==> src/rtl/uart_boot_loader.sv <==
// -----------------------------------------------------------------------------
// uart_boot_loader
//
// Receives a program image over a UART line (8N1, LSB first) and writes it,
// one 32-bit word at a time, into an instruction memory port. The stream is a
// 4-byte little-endian length header N (in words) followed by N words, each
// sent as four little-endian bytes. When the final word is written, the
// pipeline reset is released. A zero length, a length above MAX_WORDS or a
// framing error parks the block in a sticky error state until rst_n.
//
// Parameters
//   CLKS_PER_BIT  clk cycles per UART bit (>= 4)
//   MAX_WORDS     largest accepted program length in 32-bit words
//
// Ports
//   clk         in   single clock, rising edge
//   rst_n       in   asynchronous active-low reset
//   rx          in   UART serial line, asynchronous to clk, idle high
//   we          out  [3:0] byte write enables, 4'b1111 for one cycle per word
//   addr        out  [31:0] word-aligned byte address of the write
//   di          out  [31:0] word being written
//   core_rst_n  out  pipeline reset, released once the load completes
//   busy        out  high while a load is in progress
//   err         out  sticky error flag
// -----------------------------------------------------------------------------
module uart_boot_loader #(
  parameter int CLKS_PER_BIT = 868,
  parameter int MAX_WORDS    = 4096
) (
  input  logic        clk,
  input  logic        rst_n,
  input  logic        rx,
  output logic [3:0]  we,
  output logic [31:0] addr,
  output logic [31:0] di,
  output logic        core_rst_n,
  output logic        busy,
  output logic        err
);

  // Bit-timing counter only ever holds values up to CLKS_PER_BIT-1.
  localparam int CNT_W = $clog2(CLKS_PER_BIT);
  // Word counter must be able to hold N == MAX_WORDS itself.
  localparam int WC_W  = $clog2(MAX_WORDS + 1);

  localparam logic [CNT_W-1:0] HALF_BIT = CNT_W'(CLKS_PER_BIT / 2);
  localparam logic [CNT_W-1:0] FULL_M1  = CNT_W'(CLKS_PER_BIT - 1);
  localparam logic [31:0]      MAX_LEN  = 32'(MAX_WORDS);

  typedef enum logic [1:0] {RX_IDLE, RX_START, RX_DATA, RX_STOP} rx_state_t;
  typedef enum logic [1:0] {L_LEN, L_DATA, L_DONE, L_ERR}        ld_state_t;

  // ---------------------------------------------------------------------------
  // Input synchronizer plus one delayed copy for falling-edge detection.
  // These reset to 1 (line idle) so release from reset never looks like a
  // start bit.
  // ---------------------------------------------------------------------------
  logic r_rx_meta;
  logic r_rx_sync;
  logic r_rx_prev;

  // NOTE: sequential state uses non-blocking assignments so every flop samples
  // the pre-edge value of its inputs, independent of statement order.
  always_ff @(posedge clk or negedge rst_n) begin
    if (!rst_n) begin
      r_rx_meta <= 1'b1;
      r_rx_sync <= 1'b1;
      r_rx_prev <= 1'b1;
    end else begin
      r_rx_meta <= rx;
      r_rx_sync <= r_rx_meta;
      r_rx_prev <= r_rx_sync;
    end
  end

  // ---------------------------------------------------------------------------
  // Receiver FSM
  // ---------------------------------------------------------------------------
  rx_state_t        r_rx_state;
  logic [CNT_W-1:0] r_bit_cnt;
  logic [2:0]       r_bit_idx;
  logic [7:0]       r_shift;
  logic             r_byte_valid;
  logic             r_frame_err;

  rx_state_t        w_rx_state_nx;
  logic [CNT_W-1:0] w_bit_cnt_nx;
  logic [2:0]       w_bit_idx_nx;
  logic [7:0]       w_shift_nx;
  logic             w_byte_valid_nx;
  logic             w_frame_err_nx;
  logic             w_start_ok;
  logic             w_sample;

  // The counter runs down to zero; the cycle it reads zero is the sample point.
  assign w_sample = (r_bit_cnt == '0);

  // NOTE: every output of a combinational block gets a default first, so no
  // path through the case statement can leave a value unassigned (no latch).
  always_comb begin
    w_rx_state_nx   = r_rx_state;
    w_bit_cnt_nx    = r_bit_cnt;
    w_bit_idx_nx    = r_bit_idx;
    w_shift_nx      = r_shift;
    w_byte_valid_nx = 1'b0;
    w_frame_err_nx  = 1'b0;
    w_start_ok      = 1'b0;

    case (r_rx_state)
      RX_IDLE: begin
        if (r_rx_prev && !r_rx_sync) begin
          w_rx_state_nx = RX_START;
          w_bit_cnt_nx  = HALF_BIT;
        end
      end

      RX_START: begin
        if (w_sample) begin
          if (!r_rx_sync) begin
            w_rx_state_nx = RX_DATA;
            w_bit_cnt_nx  = FULL_M1;
            w_bit_idx_nx  = 3'd0;
            w_start_ok    = 1'b1;
          end else begin
            // Line back high at mid-bit: a glitch, not a start bit.
            w_rx_state_nx = RX_IDLE;
          end
        end else begin
          w_bit_cnt_nx = r_bit_cnt - CNT_W'(1);
        end
      end

      RX_DATA: begin
        if (w_sample) begin
          w_shift_nx   = {r_rx_sync, r_shift[7:1]};
          w_bit_cnt_nx = FULL_M1;
          if (r_bit_idx == 3'd7) begin
            w_rx_state_nx = RX_STOP;
          end else begin
            w_bit_idx_nx = r_bit_idx + 3'd1;
          end
        end else begin
          w_bit_cnt_nx = r_bit_cnt - CNT_W'(1);
        end
      end

      RX_STOP: begin
        if (w_sample) begin
          if (r_rx_sync) begin
            w_byte_valid_nx = 1'b1;
          end else begin
            w_frame_err_nx = 1'b1;
          end
          w_rx_state_nx = RX_IDLE;
        end else begin
          w_bit_cnt_nx = r_bit_cnt - CNT_W'(1);
        end
      end

      default: w_rx_state_nx = RX_IDLE;
    endcase
  end

  always_ff @(posedge clk or negedge rst_n) begin
    if (!rst_n) begin
      r_rx_state   <= RX_IDLE;
      r_bit_cnt    <= '0;
      r_bit_idx    <= '0;
      r_shift      <= '0;
      r_byte_valid <= 1'b0;
      r_frame_err  <= 1'b0;
    end else begin
      r_rx_state   <= w_rx_state_nx;
      r_bit_cnt    <= w_bit_cnt_nx;
      r_bit_idx    <= w_bit_idx_nx;
      r_shift      <= w_shift_nx;
      r_byte_valid <= w_byte_valid_nx;
      r_frame_err  <= w_frame_err_nx;
    end
  end

  // ---------------------------------------------------------------------------
  // Loader FSM
  // ---------------------------------------------------------------------------
  ld_state_t       r_ld_state;
  logic [1:0]      r_byte_idx;
  logic [31:0]     r_word;
  logic [WC_W-1:0] r_len;
  logic [WC_W-1:0] r_word_cnt;
  logic [3:0]      r_we;
  logic [31:0]     r_addr;
  logic [31:0]     r_di;
  logic            r_busy;

  ld_state_t       w_ld_state_nx;
  logic [1:0]      w_byte_idx_nx;
  logic [31:0]     w_word_nx;
  logic [WC_W-1:0] w_len_nx;
  logic [WC_W-1:0] w_word_cnt_nx;
  logic [3:0]      w_we_nx;
  logic [31:0]     w_addr_nx;
  logic [31:0]     w_di_nx;
  logic            w_busy_nx;
  logic [31:0]     w_full_word;

  // Bytes shift in from the top, so after four bytes byte 0 sits in [7:0].
  // On the fourth byte this is the complete little-endian word.
  assign w_full_word = {r_shift, r_word[31:8]};

  always_comb begin
    w_ld_state_nx = r_ld_state;
    w_byte_idx_nx = r_byte_idx;
    w_word_nx     = r_word;
    w_len_nx      = r_len;
    w_word_cnt_nx = r_word_cnt;
    w_we_nx       = 4'b0000;
    w_addr_nx     = r_addr;
    w_di_nx       = r_di;
    w_busy_nx     = r_busy;

    case (r_ld_state)
      L_LEN: begin
        if (w_start_ok) begin
          w_busy_nx = 1'b1;
        end
        if (r_frame_err) begin
          w_ld_state_nx = L_ERR;
          w_busy_nx     = 1'b0;
        end else if (r_byte_valid) begin
          w_word_nx     = w_full_word;
          w_byte_idx_nx = r_byte_idx + 2'd1;
          if (r_byte_idx == 2'd3) begin
            if ((w_full_word == 32'd0) || (w_full_word > MAX_LEN)) begin
              w_ld_state_nx = L_ERR;
              w_busy_nx     = 1'b0;
            end else begin
              w_len_nx      = w_full_word[WC_W-1:0];
              w_word_cnt_nx = '0;
              w_ld_state_nx = L_DATA;
            end
          end
        end
      end

      L_DATA: begin
        // r_we is set in the write cycle and r_word_cnt has already advanced,
        // so finishing here releases core_rst_n in the cycle after the pulse.
        if ((r_we != 4'b0000) && (r_word_cnt == r_len)) begin
          w_ld_state_nx = L_DONE;
          w_busy_nx     = 1'b0;
        end else if (r_frame_err) begin
          w_ld_state_nx = L_ERR;
          w_busy_nx     = 1'b0;
        end else if (r_byte_valid) begin
          w_word_nx     = w_full_word;
          w_byte_idx_nx = r_byte_idx + 2'd1;
          if (r_byte_idx == 2'd3) begin
            w_we_nx       = 4'b1111;
            w_addr_nx     = 32'({r_word_cnt, 2'b00});
            w_di_nx       = w_full_word;
            w_word_cnt_nx = r_word_cnt + WC_W'(1);
          end
        end
      end

      // Both terminal: bytes keep arriving from the receiver but change nothing.
      L_DONE, L_ERR: begin
        w_busy_nx = 1'b0;
      end

      default: w_ld_state_nx = L_ERR;
    endcase
  end

  always_ff @(posedge clk or negedge rst_n) begin
    if (!rst_n) begin
      r_ld_state <= L_LEN;
      r_byte_idx <= '0;
      r_word     <= '0;
      r_len      <= '0;
      r_word_cnt <= '0;
      r_we       <= 4'b0000;
      r_addr     <= '0;
      r_di       <= '0;
      r_busy     <= 1'b0;
    end else begin
      r_ld_state <= w_ld_state_nx;
      r_byte_idx <= w_byte_idx_nx;
      r_word     <= w_word_nx;
      r_len      <= w_len_nx;
      r_word_cnt <= w_word_cnt_nx;
      r_we       <= w_we_nx;
      r_addr     <= w_addr_nx;
      r_di       <= w_di_nx;
      r_busy     <= w_busy_nx;
    end
  end

  assign we         = r_we;
  assign addr       = r_addr;
  assign di         = r_di;
  assign busy       = r_busy;
  assign core_rst_n = (r_ld_state == L_DONE);
  assign err        = (r_ld_state == L_ERR);

endmodule

==> config.mk <==
export PLATFORM = sky130hd
export DESIGN_NAME = uart_boot_loader
export DESIGN_NICKNAME = d
export VERILOG_FILES = /design/src/rtl/uart_boot_loader.sv
export SDC_FILE = /design/constraint.sdc
export NUM_CORES = 1
export LEC_CHECK = 0
export ABC_AREA = 1
export CAP_MARGIN = 20
export CORE_ASPECT_RATIO = 1.25
export CORE_MARGIN = 3
export CORE_UTILIZATION = 51
export CTS_CLUSTER_DIAMETER = 150
export DETAILED_ROUTE_END_ITERATION = 16
export GPL_TIMING_DRIVEN = 0
export HOLD_SLACK_MARGIN = 0.05
export PLACE_DENSITY = 0.77
export SYNTH_ARGS = -nofsm -noshare
export SYNTH_HDL_FRONTEND = slang
export SYNTH_SLANG_ARGS = --single-unit
==> constraint.sdc <==
create_clock -name clk -period 1.43 [get_ports clk]
set_input_delay 0.143 -clock clk [delete_from_list [all_inputs] [get_ports clk]]
set_output_delay 0.143 -clock clk [all_outputs]
set_load 0.03 [all_outputs]
After elaboration in Yosys (flattened, before gate mapping)
Cells that the tools add are included.

Add/subtract/negate cells: 4. Magnitude comparators: 1. Equality and inequality tests: 29. Multiplexer cells: 62. Bitwise operators: 3. Reduce and logical (&&, ||, !) cells: 21.

Operator list (count): 2-to-1 mux 13 bit (8); 2-to-1 mux 32 bit (3); case mux 32 bit (2 select lines) (1); 2-to-1 mux 10 bit (5); case mux 10 bit (4 select lines) (1); > comparator 32 x 13 -> 1 bit (second input constant) (1); zero test 32 bit (1); inequality test 2 bit (second input constant) (16); 2-to-1 mux 2 bit (15); case mux 13 bit (2 select lines) (1); 2-to-1 mux 4 bit (5); AND reduction 5 bit (4); 2-to-1 mux 1 bit (14); adder 13 x 1 -> 13 bit (second input constant) (1); == test 13 bit (1); 2-to-1 mux 3 bit (4); inequality test 3 bit (second input constant) (4); == test 2 bit (second input constant) (5); zero test 10 bit (1); subtractor 10 x 1 -> 10 bit (second input constant) (1); AND reduction 9 bit (1); case mux 2 bit (2 select lines) (2); case mux 2 bit (4 select lines) (1); case mux 3 bit (2 select lines) (1); other kinds (16) (23).

Register bits: 140. Input port bits: 3. Output and inout bits: 71.

Logic depth before layout (Yosys ltp)
Word-level depth: 9. Mapped depth: 14.

Worst setup path before layout
OpenSTA, ideal clock, no wires.

Kind: flip-flop to flip-flop. Start point: register r_we[2] (netlist: we[2]). End point: register r_addr[2] (netlist: addr[2]). Arrival: 1.506 ns. Required time: 1.312 ns. Slack: -0.193 ns. Stages on the path, launching flop included: 12. Buffers on the path: 2. Clock period less this slack: 1.623 ns. Cell sequence: dfrtp_1 -> nand2_1 -> nor2_1 -> nand2_1 -> nor2_1 -> nand3_2 -> nand2_2 -> nor2_2 -> buf_6 -> buf_6 -> nand2_1 -> nand2_1.

Word-level cells in the longest chain between the ends: 4.

Ends and longest elaborated chain: start, declared (RTL line 190) `logic [3:0] r_we;`; start signal, assigned (RTL line 292) `r_we <= w_we_nx;`; nonzero test 4 bit (RTL line 248) `if ((r_we != 4'b0000) && (r_word_cnt == r_len)) begin`; logical AND 1 bit (RTL line 248); inverter 1 bit (no line); AND reduction 5 bit (no line); end signal, assigned (RTL line 293) `r_addr <= w_addr_nx;`; end, declared (RTL line 191) `logic [31:0] r_addr;`.

Every way passes these cells. A chain may end at the register's enable or synchronous reset.

Worst setup path after layout
Start point: register r_word[26]. End point: register r_len[9].

Word-level cells in the longest chain between the ends: 4.

Ends and longest elaborated chain: start, declared (RTL line 187) `logic [31:0] r_word;`; start signal, assigned (RTL line 289) `r_word <= w_word_nx;`; > comparator 32 x 13 -> 1 bit or zero test 32 bit (tied branches) (RTL line 233) `if ((w_full_word == 32'd0) || (w_full_word > MAX_LEN)) begin`; logical OR 1 bit (*) (RTL line 233); inverter 1 bit (no line) (*); AND reduction 5 bit (no line) (*); end signal, assigned (RTL line 290) `r_len <= w_len_nx;`; end, declared (RTL line 188) `logic [WC_W-1:0] r_len;`.

Mark *: on every way between the ends. The rest lies on a longest branch, timed or not.

==> reports/metrics.cfg <==
[run_status]
status=complete, but fails checks
violations=setup timing

[hold_path]
min_from=rx
hold_path_class=in -> reg
hold_depth=1
min_to=r_rx_meta$_DFF_PN1_

[logic_synthesis]
synth_edf_count=0
avgSynthCellArea_um2=7.88
synth_seq_area_share_pct=51.9
synth_cell_type_count=34
synth.top_cell.area_share_pct=50.7
syn-cell-area_mm2=0.00622
synthFlopType=dfrtp_1
synth_most_common_cell=nand2_1
yosys_warnings=0
async_flop_share_pct=100
synthCells=790
synth_common_cells=nand2_1, dfrtp_1, nor2_1
yosysTopAreaCell=dfrtp_1
ys_ff_latch=129
synth.area.top_cells=dfrtp_1, nand2_1, nor2_1, o21ai_0, inv_1

[timing]
skew_ps=19.2
finalCritPeriodShare_pct=146
min_period_ps=2090
rsz0062_at_grt=true
slew_viol_final=0
tns_ps=-49490
setup_ws_ps=-658
finalHoldViolCount=0
setup_viol=131
fmaxAchievable_mhz=479
max-slew-margin-rel_pct=64.4
worst-slew-pin-transition_ps=534

[worst_setup_path]
critical_path.cell_chain=nor2_1, nand4_1, nor2_2, nand3_2, buf_4, nand3b_1, nand2_1, nand2_1
r2r_slack_ps=-660
cp.required_ps=1740
path_depth=8
arrival_ps=2400
crit_path_end_kind=flip-flop
path_delay_family=simple AND/OR/NAND/NOR gates
cp_num_buf_inv=1
critPathMaxFanout=4
critPathLaunchType=flip-flop
critPathMostFrequentCell=nand2_1
max_stage_delay_ps=480
timing.rr.end=r_len[9]$_DFFE_PN0P_
r2r-start=r_word[26]$_DFFE_PN0P_
crit_type=reg -> reg
cp_slowest_cell=dfrtp_1
r2r_cells=8

[clocking]
clkTransAtPathRegs_ps=60
cts_tree=yes
cts_buffers=17
clock-root-buffer=clkbuf_16
clkLatencyLatePin_ps=430
clock_path_buffers=2
cts.sinks=129
h-tree-depth=4

[place]
gp_congestion=0.879
post_dp_cell_area_mm2=0.00716
hpwl_um=10100
dp_cells=1024
numPortBuffers=54
dp_slack_ps=-469

[route]
route.detailed.wl_per_inst_um=22.8
drt_first_pass_iters=6
drt-total-wl_um=26800
post_drt_via_cell_ratio=5.95
num_vias=6982
detail-route-antenna-nets=0
route.detailed.drc=0
detail_route.iter0.violations=935

[global_route]
grt-busiest-layer=met2
use_met2_pct=52.7
grt_pass1_vias=6133
grt.met3_usage_pct=5.48
grt_max_degree=78
grt-ovfl-total=0
use_met1_pct=29.7
antenna_found_initial=0
grt.total_usage_pct=28.3
grt_pass1_wl_um=30000

[floorplanning]
start_util_pct=52.8
rows=44
die_w_um=105
pin_count=74
core-area_mm2=0.0118
fp.dieH_um=130
die-area_mm2=0.0136

[final_layout]
finish.net_count=1015
drive_above_1_share_pct=47.4
antennaDiodeCount=0
finalNonFillerCells=1174
areaGrowthSynthToFinish_pct=62.6
fin_area_mm2=0.0101

[power]
p_clk_share_pct=36.5
leakage_uw=0.00534
p_seq_share_pct=32.6
powerDensity_mw_per_mm2=1210
p_sw_uw=4310
p_comb_share_pct=31.0
p_int_uw=7970
vdd_ir_drop_max_mv=1.59
switching_share_pct=35.1

[run]
maxCapViolations=0

## power groups by stage
| stage | combinational (uW) | clock, uW | sequential, uW |
|---|---|---|---|
| after floorplan | 1290 | 0 | 3990 |
| after global placement | 1650 | 0 | 4010 |
| after detailed placement | 1690 | 0 | 4010 |
| after CTS | 2500 | 4380 | 3960 |
| after global routing | 3990 | 4640 | 4010 |
| final | 3800 | 4480 | 4000 |
## worst max-delay path by stage
stage	slack, ps	endpoint	start
final	-660	r_len[9]$_DFFE_PN0P_	r_word[26]$_DFFE_PN0P_
after global routing	-710	r_len[9]$_DFFE_PN0P_	r_word[26]$_DFFE_PN0P_
after CTS	-310	addr[6]$_DFFE_PN0P_	r_byte_idx[0]$_DFFE_PN0P_
after detailed placement	-470	r_word[8]$_DFFE_PN0P_	r_word_cnt[0]$_DFFE_PN0P_
after global placement	-5250	we[2]$_DFF_PN0_	rst_n
after floorplan	-110	addr[2]$_DFFE_PN0P_	r_word_cnt[8]$_DFFE_PN0P_
## kinds of logic after synthesis
family	count (synthesis)	share of synthesized area, %
and+or+nand+nor	447	28.7
DFF	129	51.9
buffers and inverters	120	9.49
AOI/OAI and AO/OA	68	5.63
xor gates and xnor gates	14	1.97
adders and majority gates	11	2.21
other	1	0.0602
## placed cells by master (no fill, tap or decap), types with 18 or more instances in the layout
cell type | netlist | final
nand2_1 | 312 | 173
nor2_1 | 77 | 50
conb_1 | 1 | 19
dlygate4sd2_1 | 0 | 45
clkbuf_16 | 0 | 25
inv_1 | 65 | 48
o21ai_2 | 0 | 31
o21ai_1 | 5 | 18
buf_4 | 27 | 107
buf_6 | 3 | 27
nand3_1 | 28 | 23
nand2_4 | 1 | 42
dfrtp_1 | 126 | 109
nand2_2 | 3 | 98
## final cells by class
cell class              count  area, um2
well taps                 161        201
multi-input cells         560       3560
plain buffers              44        460
repair inverters            1       8.76
clock inverters            13        153
flip-flops and latches    129       3250
inverters                  73        309
repair buffers            175       1730
fillers                   523       1660
clock buffers              18        439
## worst reg2reg max path, stage by stage (launching register included)
cell and delay (ps):
dfrtp_1 480, nor2_1 220, nand4_1 160, nor2_2 230
nand3_2 160, buf_4 180, nand3b_1 320, nand2_1 160
nand2_1 60
## through the flow
step	util [%]	hold WS, ps	total power [uW]
floorplan	-	-153	5270
global placement	60.5	346	5660
detailed placement	60.7	125	5700
CTS	75.7	115	10800
global route	85.9	124	12600
finish	85.9	122	12300
## sequential cells by signal (all words and copies together) (netlist names), 2 cells and up, named ones only
signal / cells
r_ld_state: 2
r_word_cnt: 13
di: 32
r_word: 24
r_len: 13
r_shift: 8
r_bit_idx: 3
r_byte_idx: 2
r_bit_cnt: 10
addr: 13
## repair_timing
item / CTS / global route
cloned: 9 / 7
endpoints found under the setup margin: 176 / 130
endpoints found under the hold margin: 52 / 0
buffers inserted: 67 / 38
gates resized for setup: 273 / 250
pin swaps: 37 / 71
hold buffers: 1 / 0
## layer usage
| metal | wire length, um | vias up |
|---|---|---|
| li1 | - | 2828 |
| met1 | 8180 | 3272 |
| met2 | 13600 | 630 |
| met3 | 2480 | 252 |
| met4 | 2540 | 0 |
| met5 | 0 | - |
Note: power is estimated with default switching activity, not from simulation.
